**src/rtl/aud_pkg.sv**
```systemverilog
`default_nettype none
// +------------------------------------------------------------------------+
// | Module      : aud_pkg                                                  |
// | Description : Shared definitions for the audio player: default sample |
// |               and address widths, and the playback state encoding.     |
// | Revision    : 1.0 - initial release                                    |
// +------------------------------------------------------------------------+
package aud_pkg;

  localparam int c_DATA_W_DEF = 16;
  localparam int c_ADDR_W_DEF = 20;

  // Playback controller states.
  typedef enum logic [2:0] {
    ST_IDLE  = 3'd0,
    ST_FETCH = 3'd1,
    ST_HOLD  = 3'd2,
    ST_SEND  = 3'd3,
    ST_PAUSE = 3'd4
  } state_t;

endpackage
`default_nettype wire

```
**src/rtl/aud_player_if.sv**
```systemverilog
`default_nettype none
// +------------------------------------------------------------------------+
// | Module      : aud_player_if                                            |
// | Description : Control, SRAM and codec signals of the audio player.     |
// |   i_daclrck   codec LR clock (high = right half)                       |
// |   i_start     start from idle / resume from pause                      |
// |   i_pause     request pause                                            |
// |   i_stop      abort playback                                           |
// |   i_end_addr  address of the last sample                               |
// |   i_sram_data sample at o_address (combinational SRAM read)            |
// |   o_address   SRAM read address                                        |
// |   o_aud_dacdat serial DAC data, MSB first                              |
// |   o_playing   high outside IDLE / PAUSE                                |
// |   o_done      one-cycle pulse after the last sample                    |
// |   Modports: slave = player side, master = controller/environment.      |
// | Revision    : 1.0 - initial release                                    |
// +------------------------------------------------------------------------+
interface aud_player_if #(
  parameter int DATA_W = aud_pkg::c_DATA_W_DEF,
  parameter int ADDR_W = aud_pkg::c_ADDR_W_DEF
) ();

  logic              i_daclrck;
  logic              i_start;
  logic              i_pause;
  logic              i_stop;
  logic [ADDR_W-1:0] i_end_addr;
  logic [DATA_W-1:0] i_sram_data;
  logic [ADDR_W-1:0] o_address;
  logic              o_aud_dacdat;
  logic              o_playing;
  logic              o_done;

  modport slave (
    input  i_daclrck, i_start, i_pause, i_stop, i_end_addr, i_sram_data,
    output o_address, o_aud_dacdat, o_playing, o_done
  );

  modport master (
    output i_daclrck, i_start, i_pause, i_stop, i_end_addr, i_sram_data,
    input  o_address, o_aud_dacdat, o_playing, o_done
  );

endinterface
`default_nettype wire

```
**src/rtl/aud_serializer.sv**
```systemverilog
`default_nettype none
// +------------------------------------------------------------------------+
// | Module      : aud_serializer                                           |
// | Description : Sample holding register and MSB-first bit shifter.       |
// |   i_clk/i_rst_n  bit clock, async active-low reset                     |
// |   i_clear        force line to 0 and abandon the current word          |
// |   i_latch        capture i_data (left-half start)                       |
// |   i_load         start shifting the held sample (right-half start)      |
// |   i_shift        advance one bit; drives 0 once all bits are out        |
// |   o_dat          registered serial data                                 |
// |   o_last         bit 0 is on the line / nothing left to shift           |
// |   Macro AUD_PLAYER_STEREO_EN: latch also starts a left-half copy.      |
// | Revision    : 1.0 - initial release                                    |
// +------------------------------------------------------------------------+
module aud_serializer
  import aud_pkg::*;
#(
  parameter int DATA_W = c_DATA_W_DEF
) (
  input  wire              i_clk,
  input  wire              i_rst_n,
  input  wire              i_clear,
  input  wire              i_latch,
  input  wire [DATA_W-1:0] i_data,
  input  wire              i_load,
  input  wire              i_shift,
  output logic             o_dat,
  output logic             o_last
);

  localparam int                 c_CNT_W   = (DATA_W > 2) ? $clog2(DATA_W) : 1;
  localparam logic [c_CNT_W-1:0] c_CNT_TOP = c_CNT_W'(DATA_W - 2);

  logic [DATA_W-1:0]  r_sample;
  logic [c_CNT_W-1:0] r_cnt;
  logic               r_dat;
  logic               r_last;

  assign o_dat  = r_dat;
  assign o_last = r_last;

  always_ff @(posedge i_clk or negedge i_rst_n) begin
    if (!i_rst_n) begin
      r_sample <= '0;
      r_cnt    <= '0;
      r_dat    <= 1'b0;
      r_last   <= 1'b1;
    end else if (i_clear) begin
      r_dat  <= 1'b0;
      r_last <= 1'b1;
    end else if (i_latch) begin
      r_sample <= i_data;
`ifdef AUD_PLAYER_STEREO_EN
      // MSB comes straight from the SRAM bus so the left half starts on the edge.
      r_dat  <= i_data[DATA_W-1];
      r_cnt  <= c_CNT_TOP;
      r_last <= 1'b0;
`else
      r_dat  <= 1'b0;
      r_last <= 1'b1;
`endif
    end else if (i_load) begin
      r_dat  <= r_sample[DATA_W-1];
      r_cnt  <= c_CNT_TOP;
      r_last <= 1'b0;
    end else if (i_shift) begin
      if (r_last) begin
        r_dat <= 1'b0;
      end else begin
        r_dat  <= r_sample[r_cnt];
        r_last <= (r_cnt == '0);
        if (r_cnt != '0) begin
          r_cnt <= r_cnt - 1'b1;
        end
      end
    end
  end

endmodule
`default_nettype wire

```
**src/rtl/aud_player.sv**
```systemverilog
`default_nettype none
// +------------------------------------------------------------------------+
// | Module      : aud_player                                               |
// | Description : Plays samples from SRAM addresses 0..i_end_addr to a DAC |
// |               codec, one sample per LR-clock period (right channel).   |
// |   i_bclk   bit clock, sole clock                                       |
// |   i_rst_n  asynchronous active-low reset                               |
// |   bus      aud_player_if.slave (control, SRAM, codec data, status)     |
// |   Macro AUD_PLAYER_STEREO_EN: sample is also sent in the left half.    |
// | Revision    : 1.0 - initial release                                    |
// +------------------------------------------------------------------------+
module aud_player
  import aud_pkg::*;
#(
  parameter int DATA_W = c_DATA_W_DEF,
  parameter int ADDR_W = c_ADDR_W_DEF
) (
  input  wire         i_bclk,
  input  wire         i_rst_n,
  aud_player_if.slave bus
);

  state_t            r_state;
  logic              r_lrc_d;
  logic              r_pause_pend;
  logic [ADDR_W-1:0] r_address;
  logic              r_playing;
  logic              r_done;

  logic w_fall;
  logic w_rise;
  logic w_clear;
  logic w_latch;
  logic w_load;
  logic w_shift;
  logic w_last;
  logic w_ser_dat;

  assign w_fall = r_lrc_d & ~bus.i_daclrck;
  assign w_rise = ~r_lrc_d & bus.i_daclrck;

  assign bus.o_address    = r_address;
  assign bus.o_playing    = r_playing;
  assign bus.o_done       = r_done;
  assign bus.o_aud_dacdat = w_ser_dat;

  // Serializer control mirrors the transition priorities of the FSM below.
  always_comb begin
    w_clear = 1'b0;
    w_latch = 1'b0;
    w_load  = 1'b0;
    w_shift = 1'b0;
    case (r_state)
      ST_FETCH: begin
        if (bus.i_stop || bus.i_pause) w_clear = 1'b1;
        else                           w_latch = w_fall;
      end
      ST_HOLD: begin
        if (bus.i_stop || bus.i_pause) w_clear = 1'b1;
        else if (w_rise)               w_load  = 1'b1;
        else                           w_shift = 1'b1;
      end
      ST_SEND: begin
        if (bus.i_stop) w_clear = 1'b1;
        else            w_shift = 1'b1;
      end
      default: w_clear = 1'b1;
    endcase
  end

  aud_serializer #(
    .DATA_W (DATA_W)
  ) u_serializer (
    .i_clk   (i_bclk),
    .i_rst_n (i_rst_n),
    .i_clear (w_clear),
    .i_latch (w_latch),
    .i_data  (bus.i_sram_data),
    .i_load  (w_load),
    .i_shift (w_shift),
    .o_dat   (w_ser_dat),
    .o_last  (w_last)
  );

  always_ff @(posedge i_bclk or negedge i_rst_n) begin
    if (!i_rst_n) begin
      r_state      <= ST_IDLE;
      r_lrc_d      <= 1'b0;
      r_pause_pend <= 1'b0;
      r_address    <= '0;
      r_playing    <= 1'b0;
      r_done       <= 1'b0;
    end else begin
      r_lrc_d <= bus.i_daclrck;
      r_done  <= 1'b0;
      case (r_state)
        ST_IDLE: begin
          if (bus.i_start) begin
            r_state      <= ST_FETCH;
            r_address    <= '0;
            r_playing    <= 1'b1;
            r_pause_pend <= 1'b0;
          end
        end
        ST_FETCH, ST_HOLD: begin
          if (bus.i_stop) begin
            r_state   <= ST_IDLE;
            r_address <= '0;
            r_playing <= 1'b0;
          end else if (bus.i_pause) begin
            r_state   <= ST_PAUSE;
            r_playing <= 1'b0;
          end else if (r_state == ST_FETCH && w_fall) begin
            r_state <= ST_HOLD;
          end else if (r_state == ST_HOLD && w_rise) begin
            r_state <= ST_SEND;
          end
        end
        ST_SEND: begin
          if (bus.i_stop) begin
            r_state      <= ST_IDLE;
            r_address    <= '0;
            r_playing    <= 1'b0;
            r_pause_pend <= 1'b0;
          end else begin
            if (bus.i_pause) r_pause_pend <= 1'b1;
            if (w_last) begin
              // '>=' keeps the address from running past a lowered end address.
              if (r_address >= bus.i_end_addr) begin
                r_state   <= ST_IDLE;
                r_address <= '0;
                r_playing <= 1'b0;
                r_done    <= 1'b1;
              end else begin
                r_address <= r_address + ADDR_W'(1);
                if (r_pause_pend || bus.i_pause) begin
                  r_state   <= ST_PAUSE;
                  r_playing <= 1'b0;
                end else begin
                  r_state <= ST_FETCH;
                end
              end
              r_pause_pend <= 1'b0;
            end
          end
        end
        ST_PAUSE: begin
          if (bus.i_stop) begin
            r_state   <= ST_IDLE;
            r_address <= '0;
          end else if (bus.i_start) begin
            r_state   <= ST_FETCH;
            r_playing <= 1'b1;
          end
        end
        default: begin
          r_state   <= ST_IDLE;
          r_address <= '0;
          r_playing <= 1'b0;
        end
      endcase
    end
  end

endmodule
`default_nettype wire

```
**src/flat_wrapper.sv**
```systemverilog
// flat-port wrapper written by rule: the top's interface ports become plain ports
module aud_player_flat import aud_pkg::*;
#(
  parameter int DATA_W = c_DATA_W_DEF,
  parameter int ADDR_W = c_ADDR_W_DEF
)
  (i_bclk, i_rst_n, bus_i_daclrck, bus_i_start, bus_i_pause, bus_i_stop, bus_i_end_addr, bus_i_sram_data, bus_o_address, bus_o_aud_dacdat, bus_o_playing, bus_o_done);
  aud_player_if #(.DATA_W(DATA_W), .ADDR_W(ADDR_W)) bus_i ();
  input  wire i_bclk;
  input  wire i_rst_n;
  input wire logic [$bits(bus_i.i_daclrck)-1:0] bus_i_daclrck;
  input wire logic [$bits(bus_i.i_start)-1:0] bus_i_start;
  input wire logic [$bits(bus_i.i_pause)-1:0] bus_i_pause;
  input wire logic [$bits(bus_i.i_stop)-1:0] bus_i_stop;
  input wire logic [$bits(bus_i.i_end_addr)-1:0] bus_i_end_addr;
  input wire logic [$bits(bus_i.i_sram_data)-1:0] bus_i_sram_data;
  output wire logic [$bits(bus_i.o_address)-1:0] bus_o_address;
  output wire logic [$bits(bus_i.o_aud_dacdat)-1:0] bus_o_aud_dacdat;
  output wire logic [$bits(bus_i.o_playing)-1:0] bus_o_playing;
  output wire logic [$bits(bus_i.o_done)-1:0] bus_o_done;
  assign bus_i.i_daclrck = bus_i_daclrck;
  assign bus_i.i_start = bus_i_start;
  assign bus_i.i_pause = bus_i_pause;
  assign bus_i.i_stop = bus_i_stop;
  assign bus_i.i_end_addr = bus_i_end_addr;
  assign bus_i.i_sram_data = bus_i_sram_data;
  assign bus_o_address = bus_i.o_address;
  assign bus_o_aud_dacdat = bus_i.o_aud_dacdat;
  assign bus_o_playing = bus_i.o_playing;
  assign bus_o_done = bus_i.o_done;
  aud_player #(.DATA_W(DATA_W), .ADDR_W(ADDR_W)) u_core (.i_bclk(i_bclk), .i_rst_n(i_rst_n), .bus(bus_i));
endmodule
```
**config.mk**
```make
export PLATFORM = sky130hd
export DESIGN_NAME = aud_player_flat
export DESIGN_NICKNAME = d
export VERILOG_FILES = /design/src/rtl/aud_pkg.sv /design/src/rtl/aud_player_if.sv /design/src/rtl/aud_serializer.sv /design/src/rtl/aud_player.sv /design/src/flat_wrapper.sv
export SDC_FILE = /design/constraint.sdc
export NUM_CORES = 1
export LEC_CHECK = 0
export BUFFER_PORTS_ARGS = -buffer_cell sky130_fd_sc_hd__buf_2
export CAP_MARGIN = 20
export CORE_ASPECT_RATIO = 1.5
export CORE_MARGIN = 5
export CORE_UTILIZATION = 50
export CTS_CLUSTER_SIZE = 10
export DETAILED_ROUTE_END_ITERATION = 8
export HOLD_SLACK_MARGIN = 0.02
export PLACE_DENSITY = 0.82
export SETUP_SLACK_MARGIN = 0.05
export SLEW_MARGIN = 10
export SYNTH_ARGS = -nofsm -noshare
export SYNTH_HDL_FRONTEND = slang
export SYNTH_SLANG_ARGS = --single-unit
export TNS_END_PERCENT = 5
```
**constraint.sdc**
```tcl
create_clock -name i_bclk -period 5 [get_ports i_bclk]
set_input_delay 1 -clock i_bclk [delete_from_list [all_inputs] [get_ports i_bclk]]
set_output_delay 1 -clock i_bclk [all_outputs]
set_load 0.02 [all_outputs]
```
==> results.sh, run 1 <==
export IMPL_status="finished clean"
export IMPL_yosys_area_top_type="dfrtp_1"
export IMPL_ctsHoldBuffers=0
export IMPL_synth_area_um2=3170
export IMPL_die_h_um=108
export IMPL_rsz0062_at_grt="false"
export IMPL_hold_ws_ns=0.484
export IMPL_cts_setup_buffers=0
export IMPL_rrSetupSlack_ns=2.00
export IMPL_p_per_area_nw_per_um2=310
export IMPL_wl_met2_um=3950
export IMPL_crit_path_start_kind="primary input"
export IMPL_cts_sinks=49
export IMPL_slew_viol_final=0
export IMPL_clock_latency_ns=0.31
export IMPL_syn_mean_instance_area_um2=9.44
export IMPL_grt_max_degree=50
export IMPL_synthTopCellsByArea="dfrtp_1 (38%), ha_1 (8.7%), mux2_1 (5.7%)"
export IMPL_syn_to_final_growth_pct=14.0
export IMPL_tightestPinTransition_ns=0.819
export IMPL_clock_skew_ns=0.0127
export IMPL_arrival_ns=3.45
export IMPL_pre_cts_ws_ns=1.41
export IMPL_port_buffers=64
export IMPL_max_freq_ghz=0.309
export IMPL_htreeDepth=2
export IMPL_synth_seq_cells=49
export IMPL_synth_most_common_cell="dfrtp_1"
export IMPL_ctsResizeCount=0
export IMPL_yosysSeqAreaShare_pct=38.7
export IMPL_hpwl_um=5560
export IMPL_cts_inserted_buffers=5
export IMPL_drtIter0Drc=251
export IMPL_hold_viol=0
export IMPL_start_util_pct=51.3
export IMPL_wirelength_um=7260
export IMPL_clock_path_buffers=2
export IMPL_timing_rr_start="u_core.bus.o_address[0]"
export IMPL_worst_slack_ns=1.77
export IMPL_fin_setup_tns_ns=0
export IMPL_critPathKind="primary input to flip-flop"
export IMPL_setup_worst_path_end_class="flip-flop"
export IMPL_ant_nets=0
export IMPL_nFillCells=534
export IMPL_clk_pin_slew_ns=0.10
export IMPL_synth_cells=336
export IMPL_dr_max_layer_used="met4"
export IMPL_crit_required_ns=5.21
export IMPL_fin_crit_ns=3.23
export IMPL_grt_ovfl_total=0
export IMPL_synthArstFlopShare_pct=100
export IMPL_gp_congestion=0.913
export IMPL_r2r_end="u_core.bus.o_address[17]"
export IMPL_maxCapViolCount=0
export IMPL_grt_util_all_layers_pct=18.9
export IMPL_synthTopCellsByCount="dfrtp_1 (48), nand2_1 (38), inv_1 (36), ha_1 (22)"
export IMPL_setup_viol=0
export IMPL_slew_headroom_pct=45.4
export IMPL_synth_edff_count=0
export IMPL_r2r_cells=8
export IMPL_io_pins=65
export IMPL_synth_top_area_share_pct=37.9
export IMPL_hold_class="flip-flop to flip-flop"
export IMPL_grt_pass1_vias=2736
export IMPL_viasPerCell=5.94
export IMPL_fin_nets=459
export IMPL_antenna_found_initial=0
export IMPL_core_area_um2=6170
export IMPL_root_buffer="clkbuf_8"
export IMPL_die_x_um=75.0
export IMPL_drive_gt1_share_pct=22.0
export IMPL_crit_start="bus_i_end_addr[0]"
export IMPL_wire_per_inst_um=15.4
export IMPL_ys_types=59
export IMPL_antenna_cells=0
export IMPL_dr_pass1_iters=4
export IMPL_vdd_ir_drop_worst_v=0.000248
export IMPL_dieArea_um2=8070
export IMPL_synth_nets=400
export IMPL_grt_pass1_wl_um=12100
export IMPL_synth_ff_type="dfrtp_1"
export IMPL_rows=35
export IMPL_cts_tree="yes"
export IMPL_post_route_period_util_pct=64.7
export IMPL_wl_met3_um=429
export IMPL_vias=2793
export IMPL_critPathCapture="u_core.bus.o_address[17]"
export IMPL_p_leak_nw=1.73
export IMPL_post_route_drc_count=0
export IMPL_yosys_warnings=0
export IMPL_wl_met1_um=2720
export IMPL_path_max_fanout=18
==> report_power, final <==
group / internal, mW / switching, mW
logic: 0.162 / 0.173
registers: 0.473 / 0.0666
clock network: 0.101 / 0.144
==> cells by family after synthesis <==
| group | share of synthesized area (%) |
|---|---|
| and+or+nand+nor | 19.5 |
| DFF | 38.7 |
| adders and majority gates | 8.68 |
| muxes | 10.3 |
| buffers and inverters | 6.91 |
| AOI/OAI and AO/OA | 13.9 |
| xor gates and xnor gates | 1.93 |
==> area by class of cell <==
class | count | area [um^2] | area share [%]
multi-input cells | 236 | 1720 | 47.7
inverters | 36 | 135 | 3.74
well taps | 74 | 92.6 | 2.56
clock buffers | 5 | 68.8 | 1.90
repair buffers | 67 | 343 | 9.48
clock inverters | 3 | 25.0 | 0.692
flip-flops and latches | 49 | 1230 | 33.9
==> worst max-delay path, cell delays in order <==
cell	delay (ns)
buf_2	0.10
ha_1	0.26
nand2b_1	0.14
a2111oi_0	0.36
nand4b_1	0.23
o211a_1	0.51
nand3_1	0.47
o311ai_1	0.39
==> sequential cells by signal, summed over array words and instances (netlist names) <==
register and flops:
u_core.r_pause_pend 1, u_core.r_state 3, u_core.r_lrc_d 1, u_core.bus.o_address 20
u_core.u_serializer.o_dat 1, u_core.bus.o_playing 1, u_core.u_serializer.r_cnt 4, u_core.u_serializer.r_sample 16
u_core.bus.o_done 1, u_core.u_serializer.o_last 1
==> layer usage <==
metal | up-vias | GRT usage [%]
met5 | - | 0
met4 | 0 | 5.47
li1 | 1340 | -
met3 | 15 | 3.93
met1 | 1340 | 21.4
met2 | 98 | 34.5
==> stage by stage <==
stage	util [%]	area, um^2	total power, mW	instances
global route	58.6	3620	1.19	470
finish	58.6	3620	1.12	470
CTS	58.4	3610	1.13	469
detailed placement	56.9	3510	0.884	461
floorplan	-	3170	0.791	336
global placement	56.9	3510	0.866	461
==> how the worst min path moves through the flow <==
stage	depth (start not counted)	slack [ns]	end	from
2_1_floorplan	1	0.45	u_core.u_serializer.r_sample[5]	u_core.u_serializer.r_sample[5]
3_3_place_gp	1	0.46	u_core.u_serializer.r_sample[1]	u_core.u_serializer.r_sample[1]
3_5_place_dp	1	0.47	u_core.u_serializer.r_sample[13]	u_core.u_serializer.r_sample[13]
4_1_cts	1	0.49	u_core.u_serializer.r_sample[0]	u_core.u_serializer.r_sample[0]
5_1_grt	1	0.51	u_core.u_serializer.r_sample[10]	u_core.u_serializer.r_sample[10]
6_report	1	0.48	u_core.u_serializer.r_sample[13]	u_core.u_serializer.r_sample[13]
==> cell usage in the layout (no fill, tap or decap), drive strengths merged, types with 2 or more instances in the layout <==
cell and n:
a211oi 3, a21oi 18, a31oi 9, and3 3, and4 2, buf 67, clkbuf 5, dfrtp 48
ha 22, inv 37, mux2 16, mux2i 2, mux4 5, nand2 38, nand2b 2, nand3 18
nand4 12, nand4b 2, nor2 17, nor2b 4, nor3 10, nor4 3, o21ai 12, o22ai 8
o311ai 4, o31ai 2, xnor2 5, xor2 2
(Power assumes the default switching activity.)
==> run 2: changes to the inputs <==
--- a/config.mk
+++ b/config.mk
@@ -13,7 +13,7 @@
 export CTS_CLUSTER_SIZE = 10
 export DETAILED_ROUTE_END_ITERATION = 8
 export HOLD_SLACK_MARGIN = 0.02
-export PLACE_DENSITY = 0.82
+export PLACE_DENSITY = 0.85
 export SETUP_SLACK_MARGIN = 0.05
 export SLEW_MARGIN = 10
 export SYNTH_ARGS = -nofsm -noshare
==> constraint.sdc (replaced) <==
create_clock -name i_bclk -period 2.6 [get_ports i_bclk]
set_input_delay 0.52 -clock i_bclk [delete_from_list [all_inputs] [get_ports i_bclk]]
set_output_delay 0.52 -clock i_bclk [all_outputs]
set_load 0.02 [all_outputs]
==> run 2 against run 1 <==
  * Clock skew barely moved
  * Sequential share of layout area down 0.70 points
  * Count of clock-buffer cells in the layout increased by 1
  * Critical path type is now flip-flop to flip-flop
  * Routed wire length up 1.3%
  * Combinational power increased by 97%
  * Core utilization increased by 1.2 points
  * First-iteration DRC count fell by 3.6%
  * Highest routed layer unchanged
  * Power grew 93%
  * Worst setup slack lost 1.6 ns
  * Via count rose by 0.82%
  * Clock power is 87% higher
  * Global-route usage rose by 0.51 points
==> results.sh, run 2 (synthesized netlist as in run 1, its figures left out) <==
export IMPL_path_max_fanout=6
export IMPL_die_x_um=75.0
export IMPL_clock_latency_ns=0.31
export IMPL_total_power_mw=2.16
export IMPL_switchingPower_mw=0.734
export IMPL_die_h_um=108
export IMPL_grt_pass1_vias=2832
export IMPL_grt_max_degree=50
export IMPL_htreeDepth=2
export IMPL_io_pins=65
export IMPL_fin_setup_tns_ns=0
export IMPL_crit_path_start_kind="flip-flop"
export IMPL_arrival_ns=2.62
export IMPL_port_buffers=64
export IMPL_cts_tree="yes"
export IMPL_p_int_mw=1.43
export IMPL_r2r_cells=9
export IMPL_comb_power_share_pct=30.5
export IMPL_ctsHoldBuffers=0
export IMPL_status="finished clean"
export IMPL_dieArea_um2=8070
export IMPL_drtIter0Drc=242
export IMPL_drive_gt1_share_pct=23.8
export IMPL_syn_to_final_growth_pct=16.5
export IMPL_grt_util_all_layers_pct=19.4
export IMPL_hpwl_um=5750
export IMPL_vdd_ir_drop_worst_v=0.000428
export IMPL_wirelength_um=7350
export IMPL_clock_skew_ns=0.0127
export IMPL_p_leak_nw=1.78
export IMPL_gp_congestion=0.905
export IMPL_vias=2816
export IMPL_hold_viol=0
export IMPL_max_freq_ghz=0.417
export IMPL_fin_nets=470
export IMPL_setup_viol=0
export IMPL_grt_ovfl_total=0
export IMPL_viasPerCell=5.85
export IMPL_crit_required_ns=2.82
export IMPL_setup_worst_path_end_class="flip-flop"
export IMPL_layout_common_cells="buf_2 (64), dfrtp_1 (48), nand2_1 (38)"
export IMPL_tightestPinTransition_ns=0.624
export IMPL_post_route_period_util_pct=92.3
export IMPL_largest_reg_flops=20
export IMPL_cpPeakStageDelay_ns=0.45
export IMPL_ant_nets=0
export IMPL_hold_class="primary input to async pin"
export IMPL_cts_sinks=49
export IMPL_root_buffer="clkbuf_8"
export IMPL_antenna_cells=0
export IMPL_wire_per_inst_um=15.3
export IMPL_cts_setup_buffers=0
export IMPL_cts_inserted_buffers=5
export IMPL_rsz0062_at_grt="false"
export IMPL_core_area_um2=6170
export IMPL_slew_headroom_pct=58.4
export IMPL_grt_pass1_wl_um=12500
export IMPL_slew_viol_final=0
export IMPL_critPathKind="flip-flop to flip-flop"
export IMPL_rows=35
export IMPL_antenna_found_initial=0
export IMPL_slowest_stage="dfrtp_1"
export IMPL_clock_path_buffers=2
export IMPL_switching_share_pct=34.0
export IMPL_maxCapViolCount=0
export IMPL_final_util_pct=59.8
export IMPL_p_per_area_nw_per_um2=586
export IMPL_clk_pin_slew_ns=0.10
export IMPL_clkPwrFrac_pct=21.2
export IMPL_start_util_pct=51.3
export IMPL_post_route_drc_count=0
export IMPL_mostFrequentLayoutCell="buf_2"
export IMPL_fin_crit_ns=2.40
export IMPL_crit_chain="inv_1, ha_1, nand2b_1, a2111oi_1, nand4b_1, o211a_1, nand3_1, buf_4, o311ai_1"
export IMPL_seq_power_share_pct=48.3
export IMPL_dr_pass1_iters=5
export IMPL_nFillCells=538
## run 2: cell types whose count changed in the layout (fill, tap and decap cells not counted), sizes merged
| cell | delta |
|---|---|
| buf | +11 |
| clkbuf | +1 |
| clkinvlp | -1 |
## run 2: area by class of cell
| class | count | area, um^2 | share of cell area [%] |
|---|---|---|---|
| multi-input combinational | 236 | 1730 | 46.7 |
| sequential | 49 | 1230 | 33.2 |
| timing repair buffer | 78 | 425 | 11.5 |
| inverter | 36 | 135 | 3.66 |
| tap | 74 | 92.6 | 2.51 |
| clock buffer | 6 | 72.6 | 1.97 |
| clock inverter | 2 | 13.8 | 0.373 |
## run 2: power groups by stage
stage | logic [mW] | registers (mW) | clock network [mW]
2_1_floorplan | 0.528 | 0.994 | 0
3_3_place_gp | 0.643 | 1.04 | 0
3_5_place_dp | 0.664 | 1.06 | 0
4_1_cts | 0.665 | 1.04 | 0.467
5_1_grt | 0.743 | 1.07 | 0.500
6_report | 0.659 | 1.04 | 0.459
## run 2: repair_timing
| item | 4_1_cts | 5_1_grt |
|---|---|---|
| resized for setup | 0 | 1 |
| endpoints found under the hold margin | 0 | 0 |
| endpoints found under the setup margin | 0 | 5 |
## run 2: stage by stage
step,instances,setup slack [ns],cell area [um^2],hold WS (ns)
floorplan,336,0.312,3170,0.224
global placement,473,0.111,3600,0.459
detailed placement,473,0.0648,3600,0.472
CTS,481,0.167,3690,0.327
global route,481,0.0776,3690,0.361
finish,481,0.199,3690,0.310
## run 2: path summary, 6_finish.rpt
check                                           startpoint                               to  slack (ns)
hold reg to reg            u_core.u_serializer.r_sample[0]  u_core.u_serializer.r_sample[0]        0.49
hold / removal                                     i_rst_n     u_core.u_serializer.r_cnt[0]        0.31
min in group i_bclk                          bus_i_daclrck                   u_core.r_lrc_d        0.39
max in group asynchronous                          i_rst_n                u_core.r_state[2]        1.87
setup reg to reg                   u_core.bus.o_address[0]         u_core.bus.o_address[17]        0.20
setup / recovery                   u_core.bus.o_address[0]         u_core.bus.o_address[17]        0.20
## run 2: worst max-delay path, delay by kind of cell (launching register included)
| family | cells | cell delay (ns) |
|---|---|---|
| AOI/OAI and AO/OA | 3 | 0.86 |
| buffers and inverters | 2 | 0.27 |
| DFF | 1 | 0.45 |
| and+or+nand+nor | 3 | 0.45 |
| adders and majority gates | 1 | 0.28 |
## run 2: per-layer routing
metal  global-route usage (%)  vias to the layer above  part of all wire (%)
met5                        0                        -                     0
met4                     8.27                        0                   3.0
met3                     3.55                       22                   6.2
met2                     34.4                      108                    54
met1                     22.1                     1333                    37
li1                         -                     1353                     -
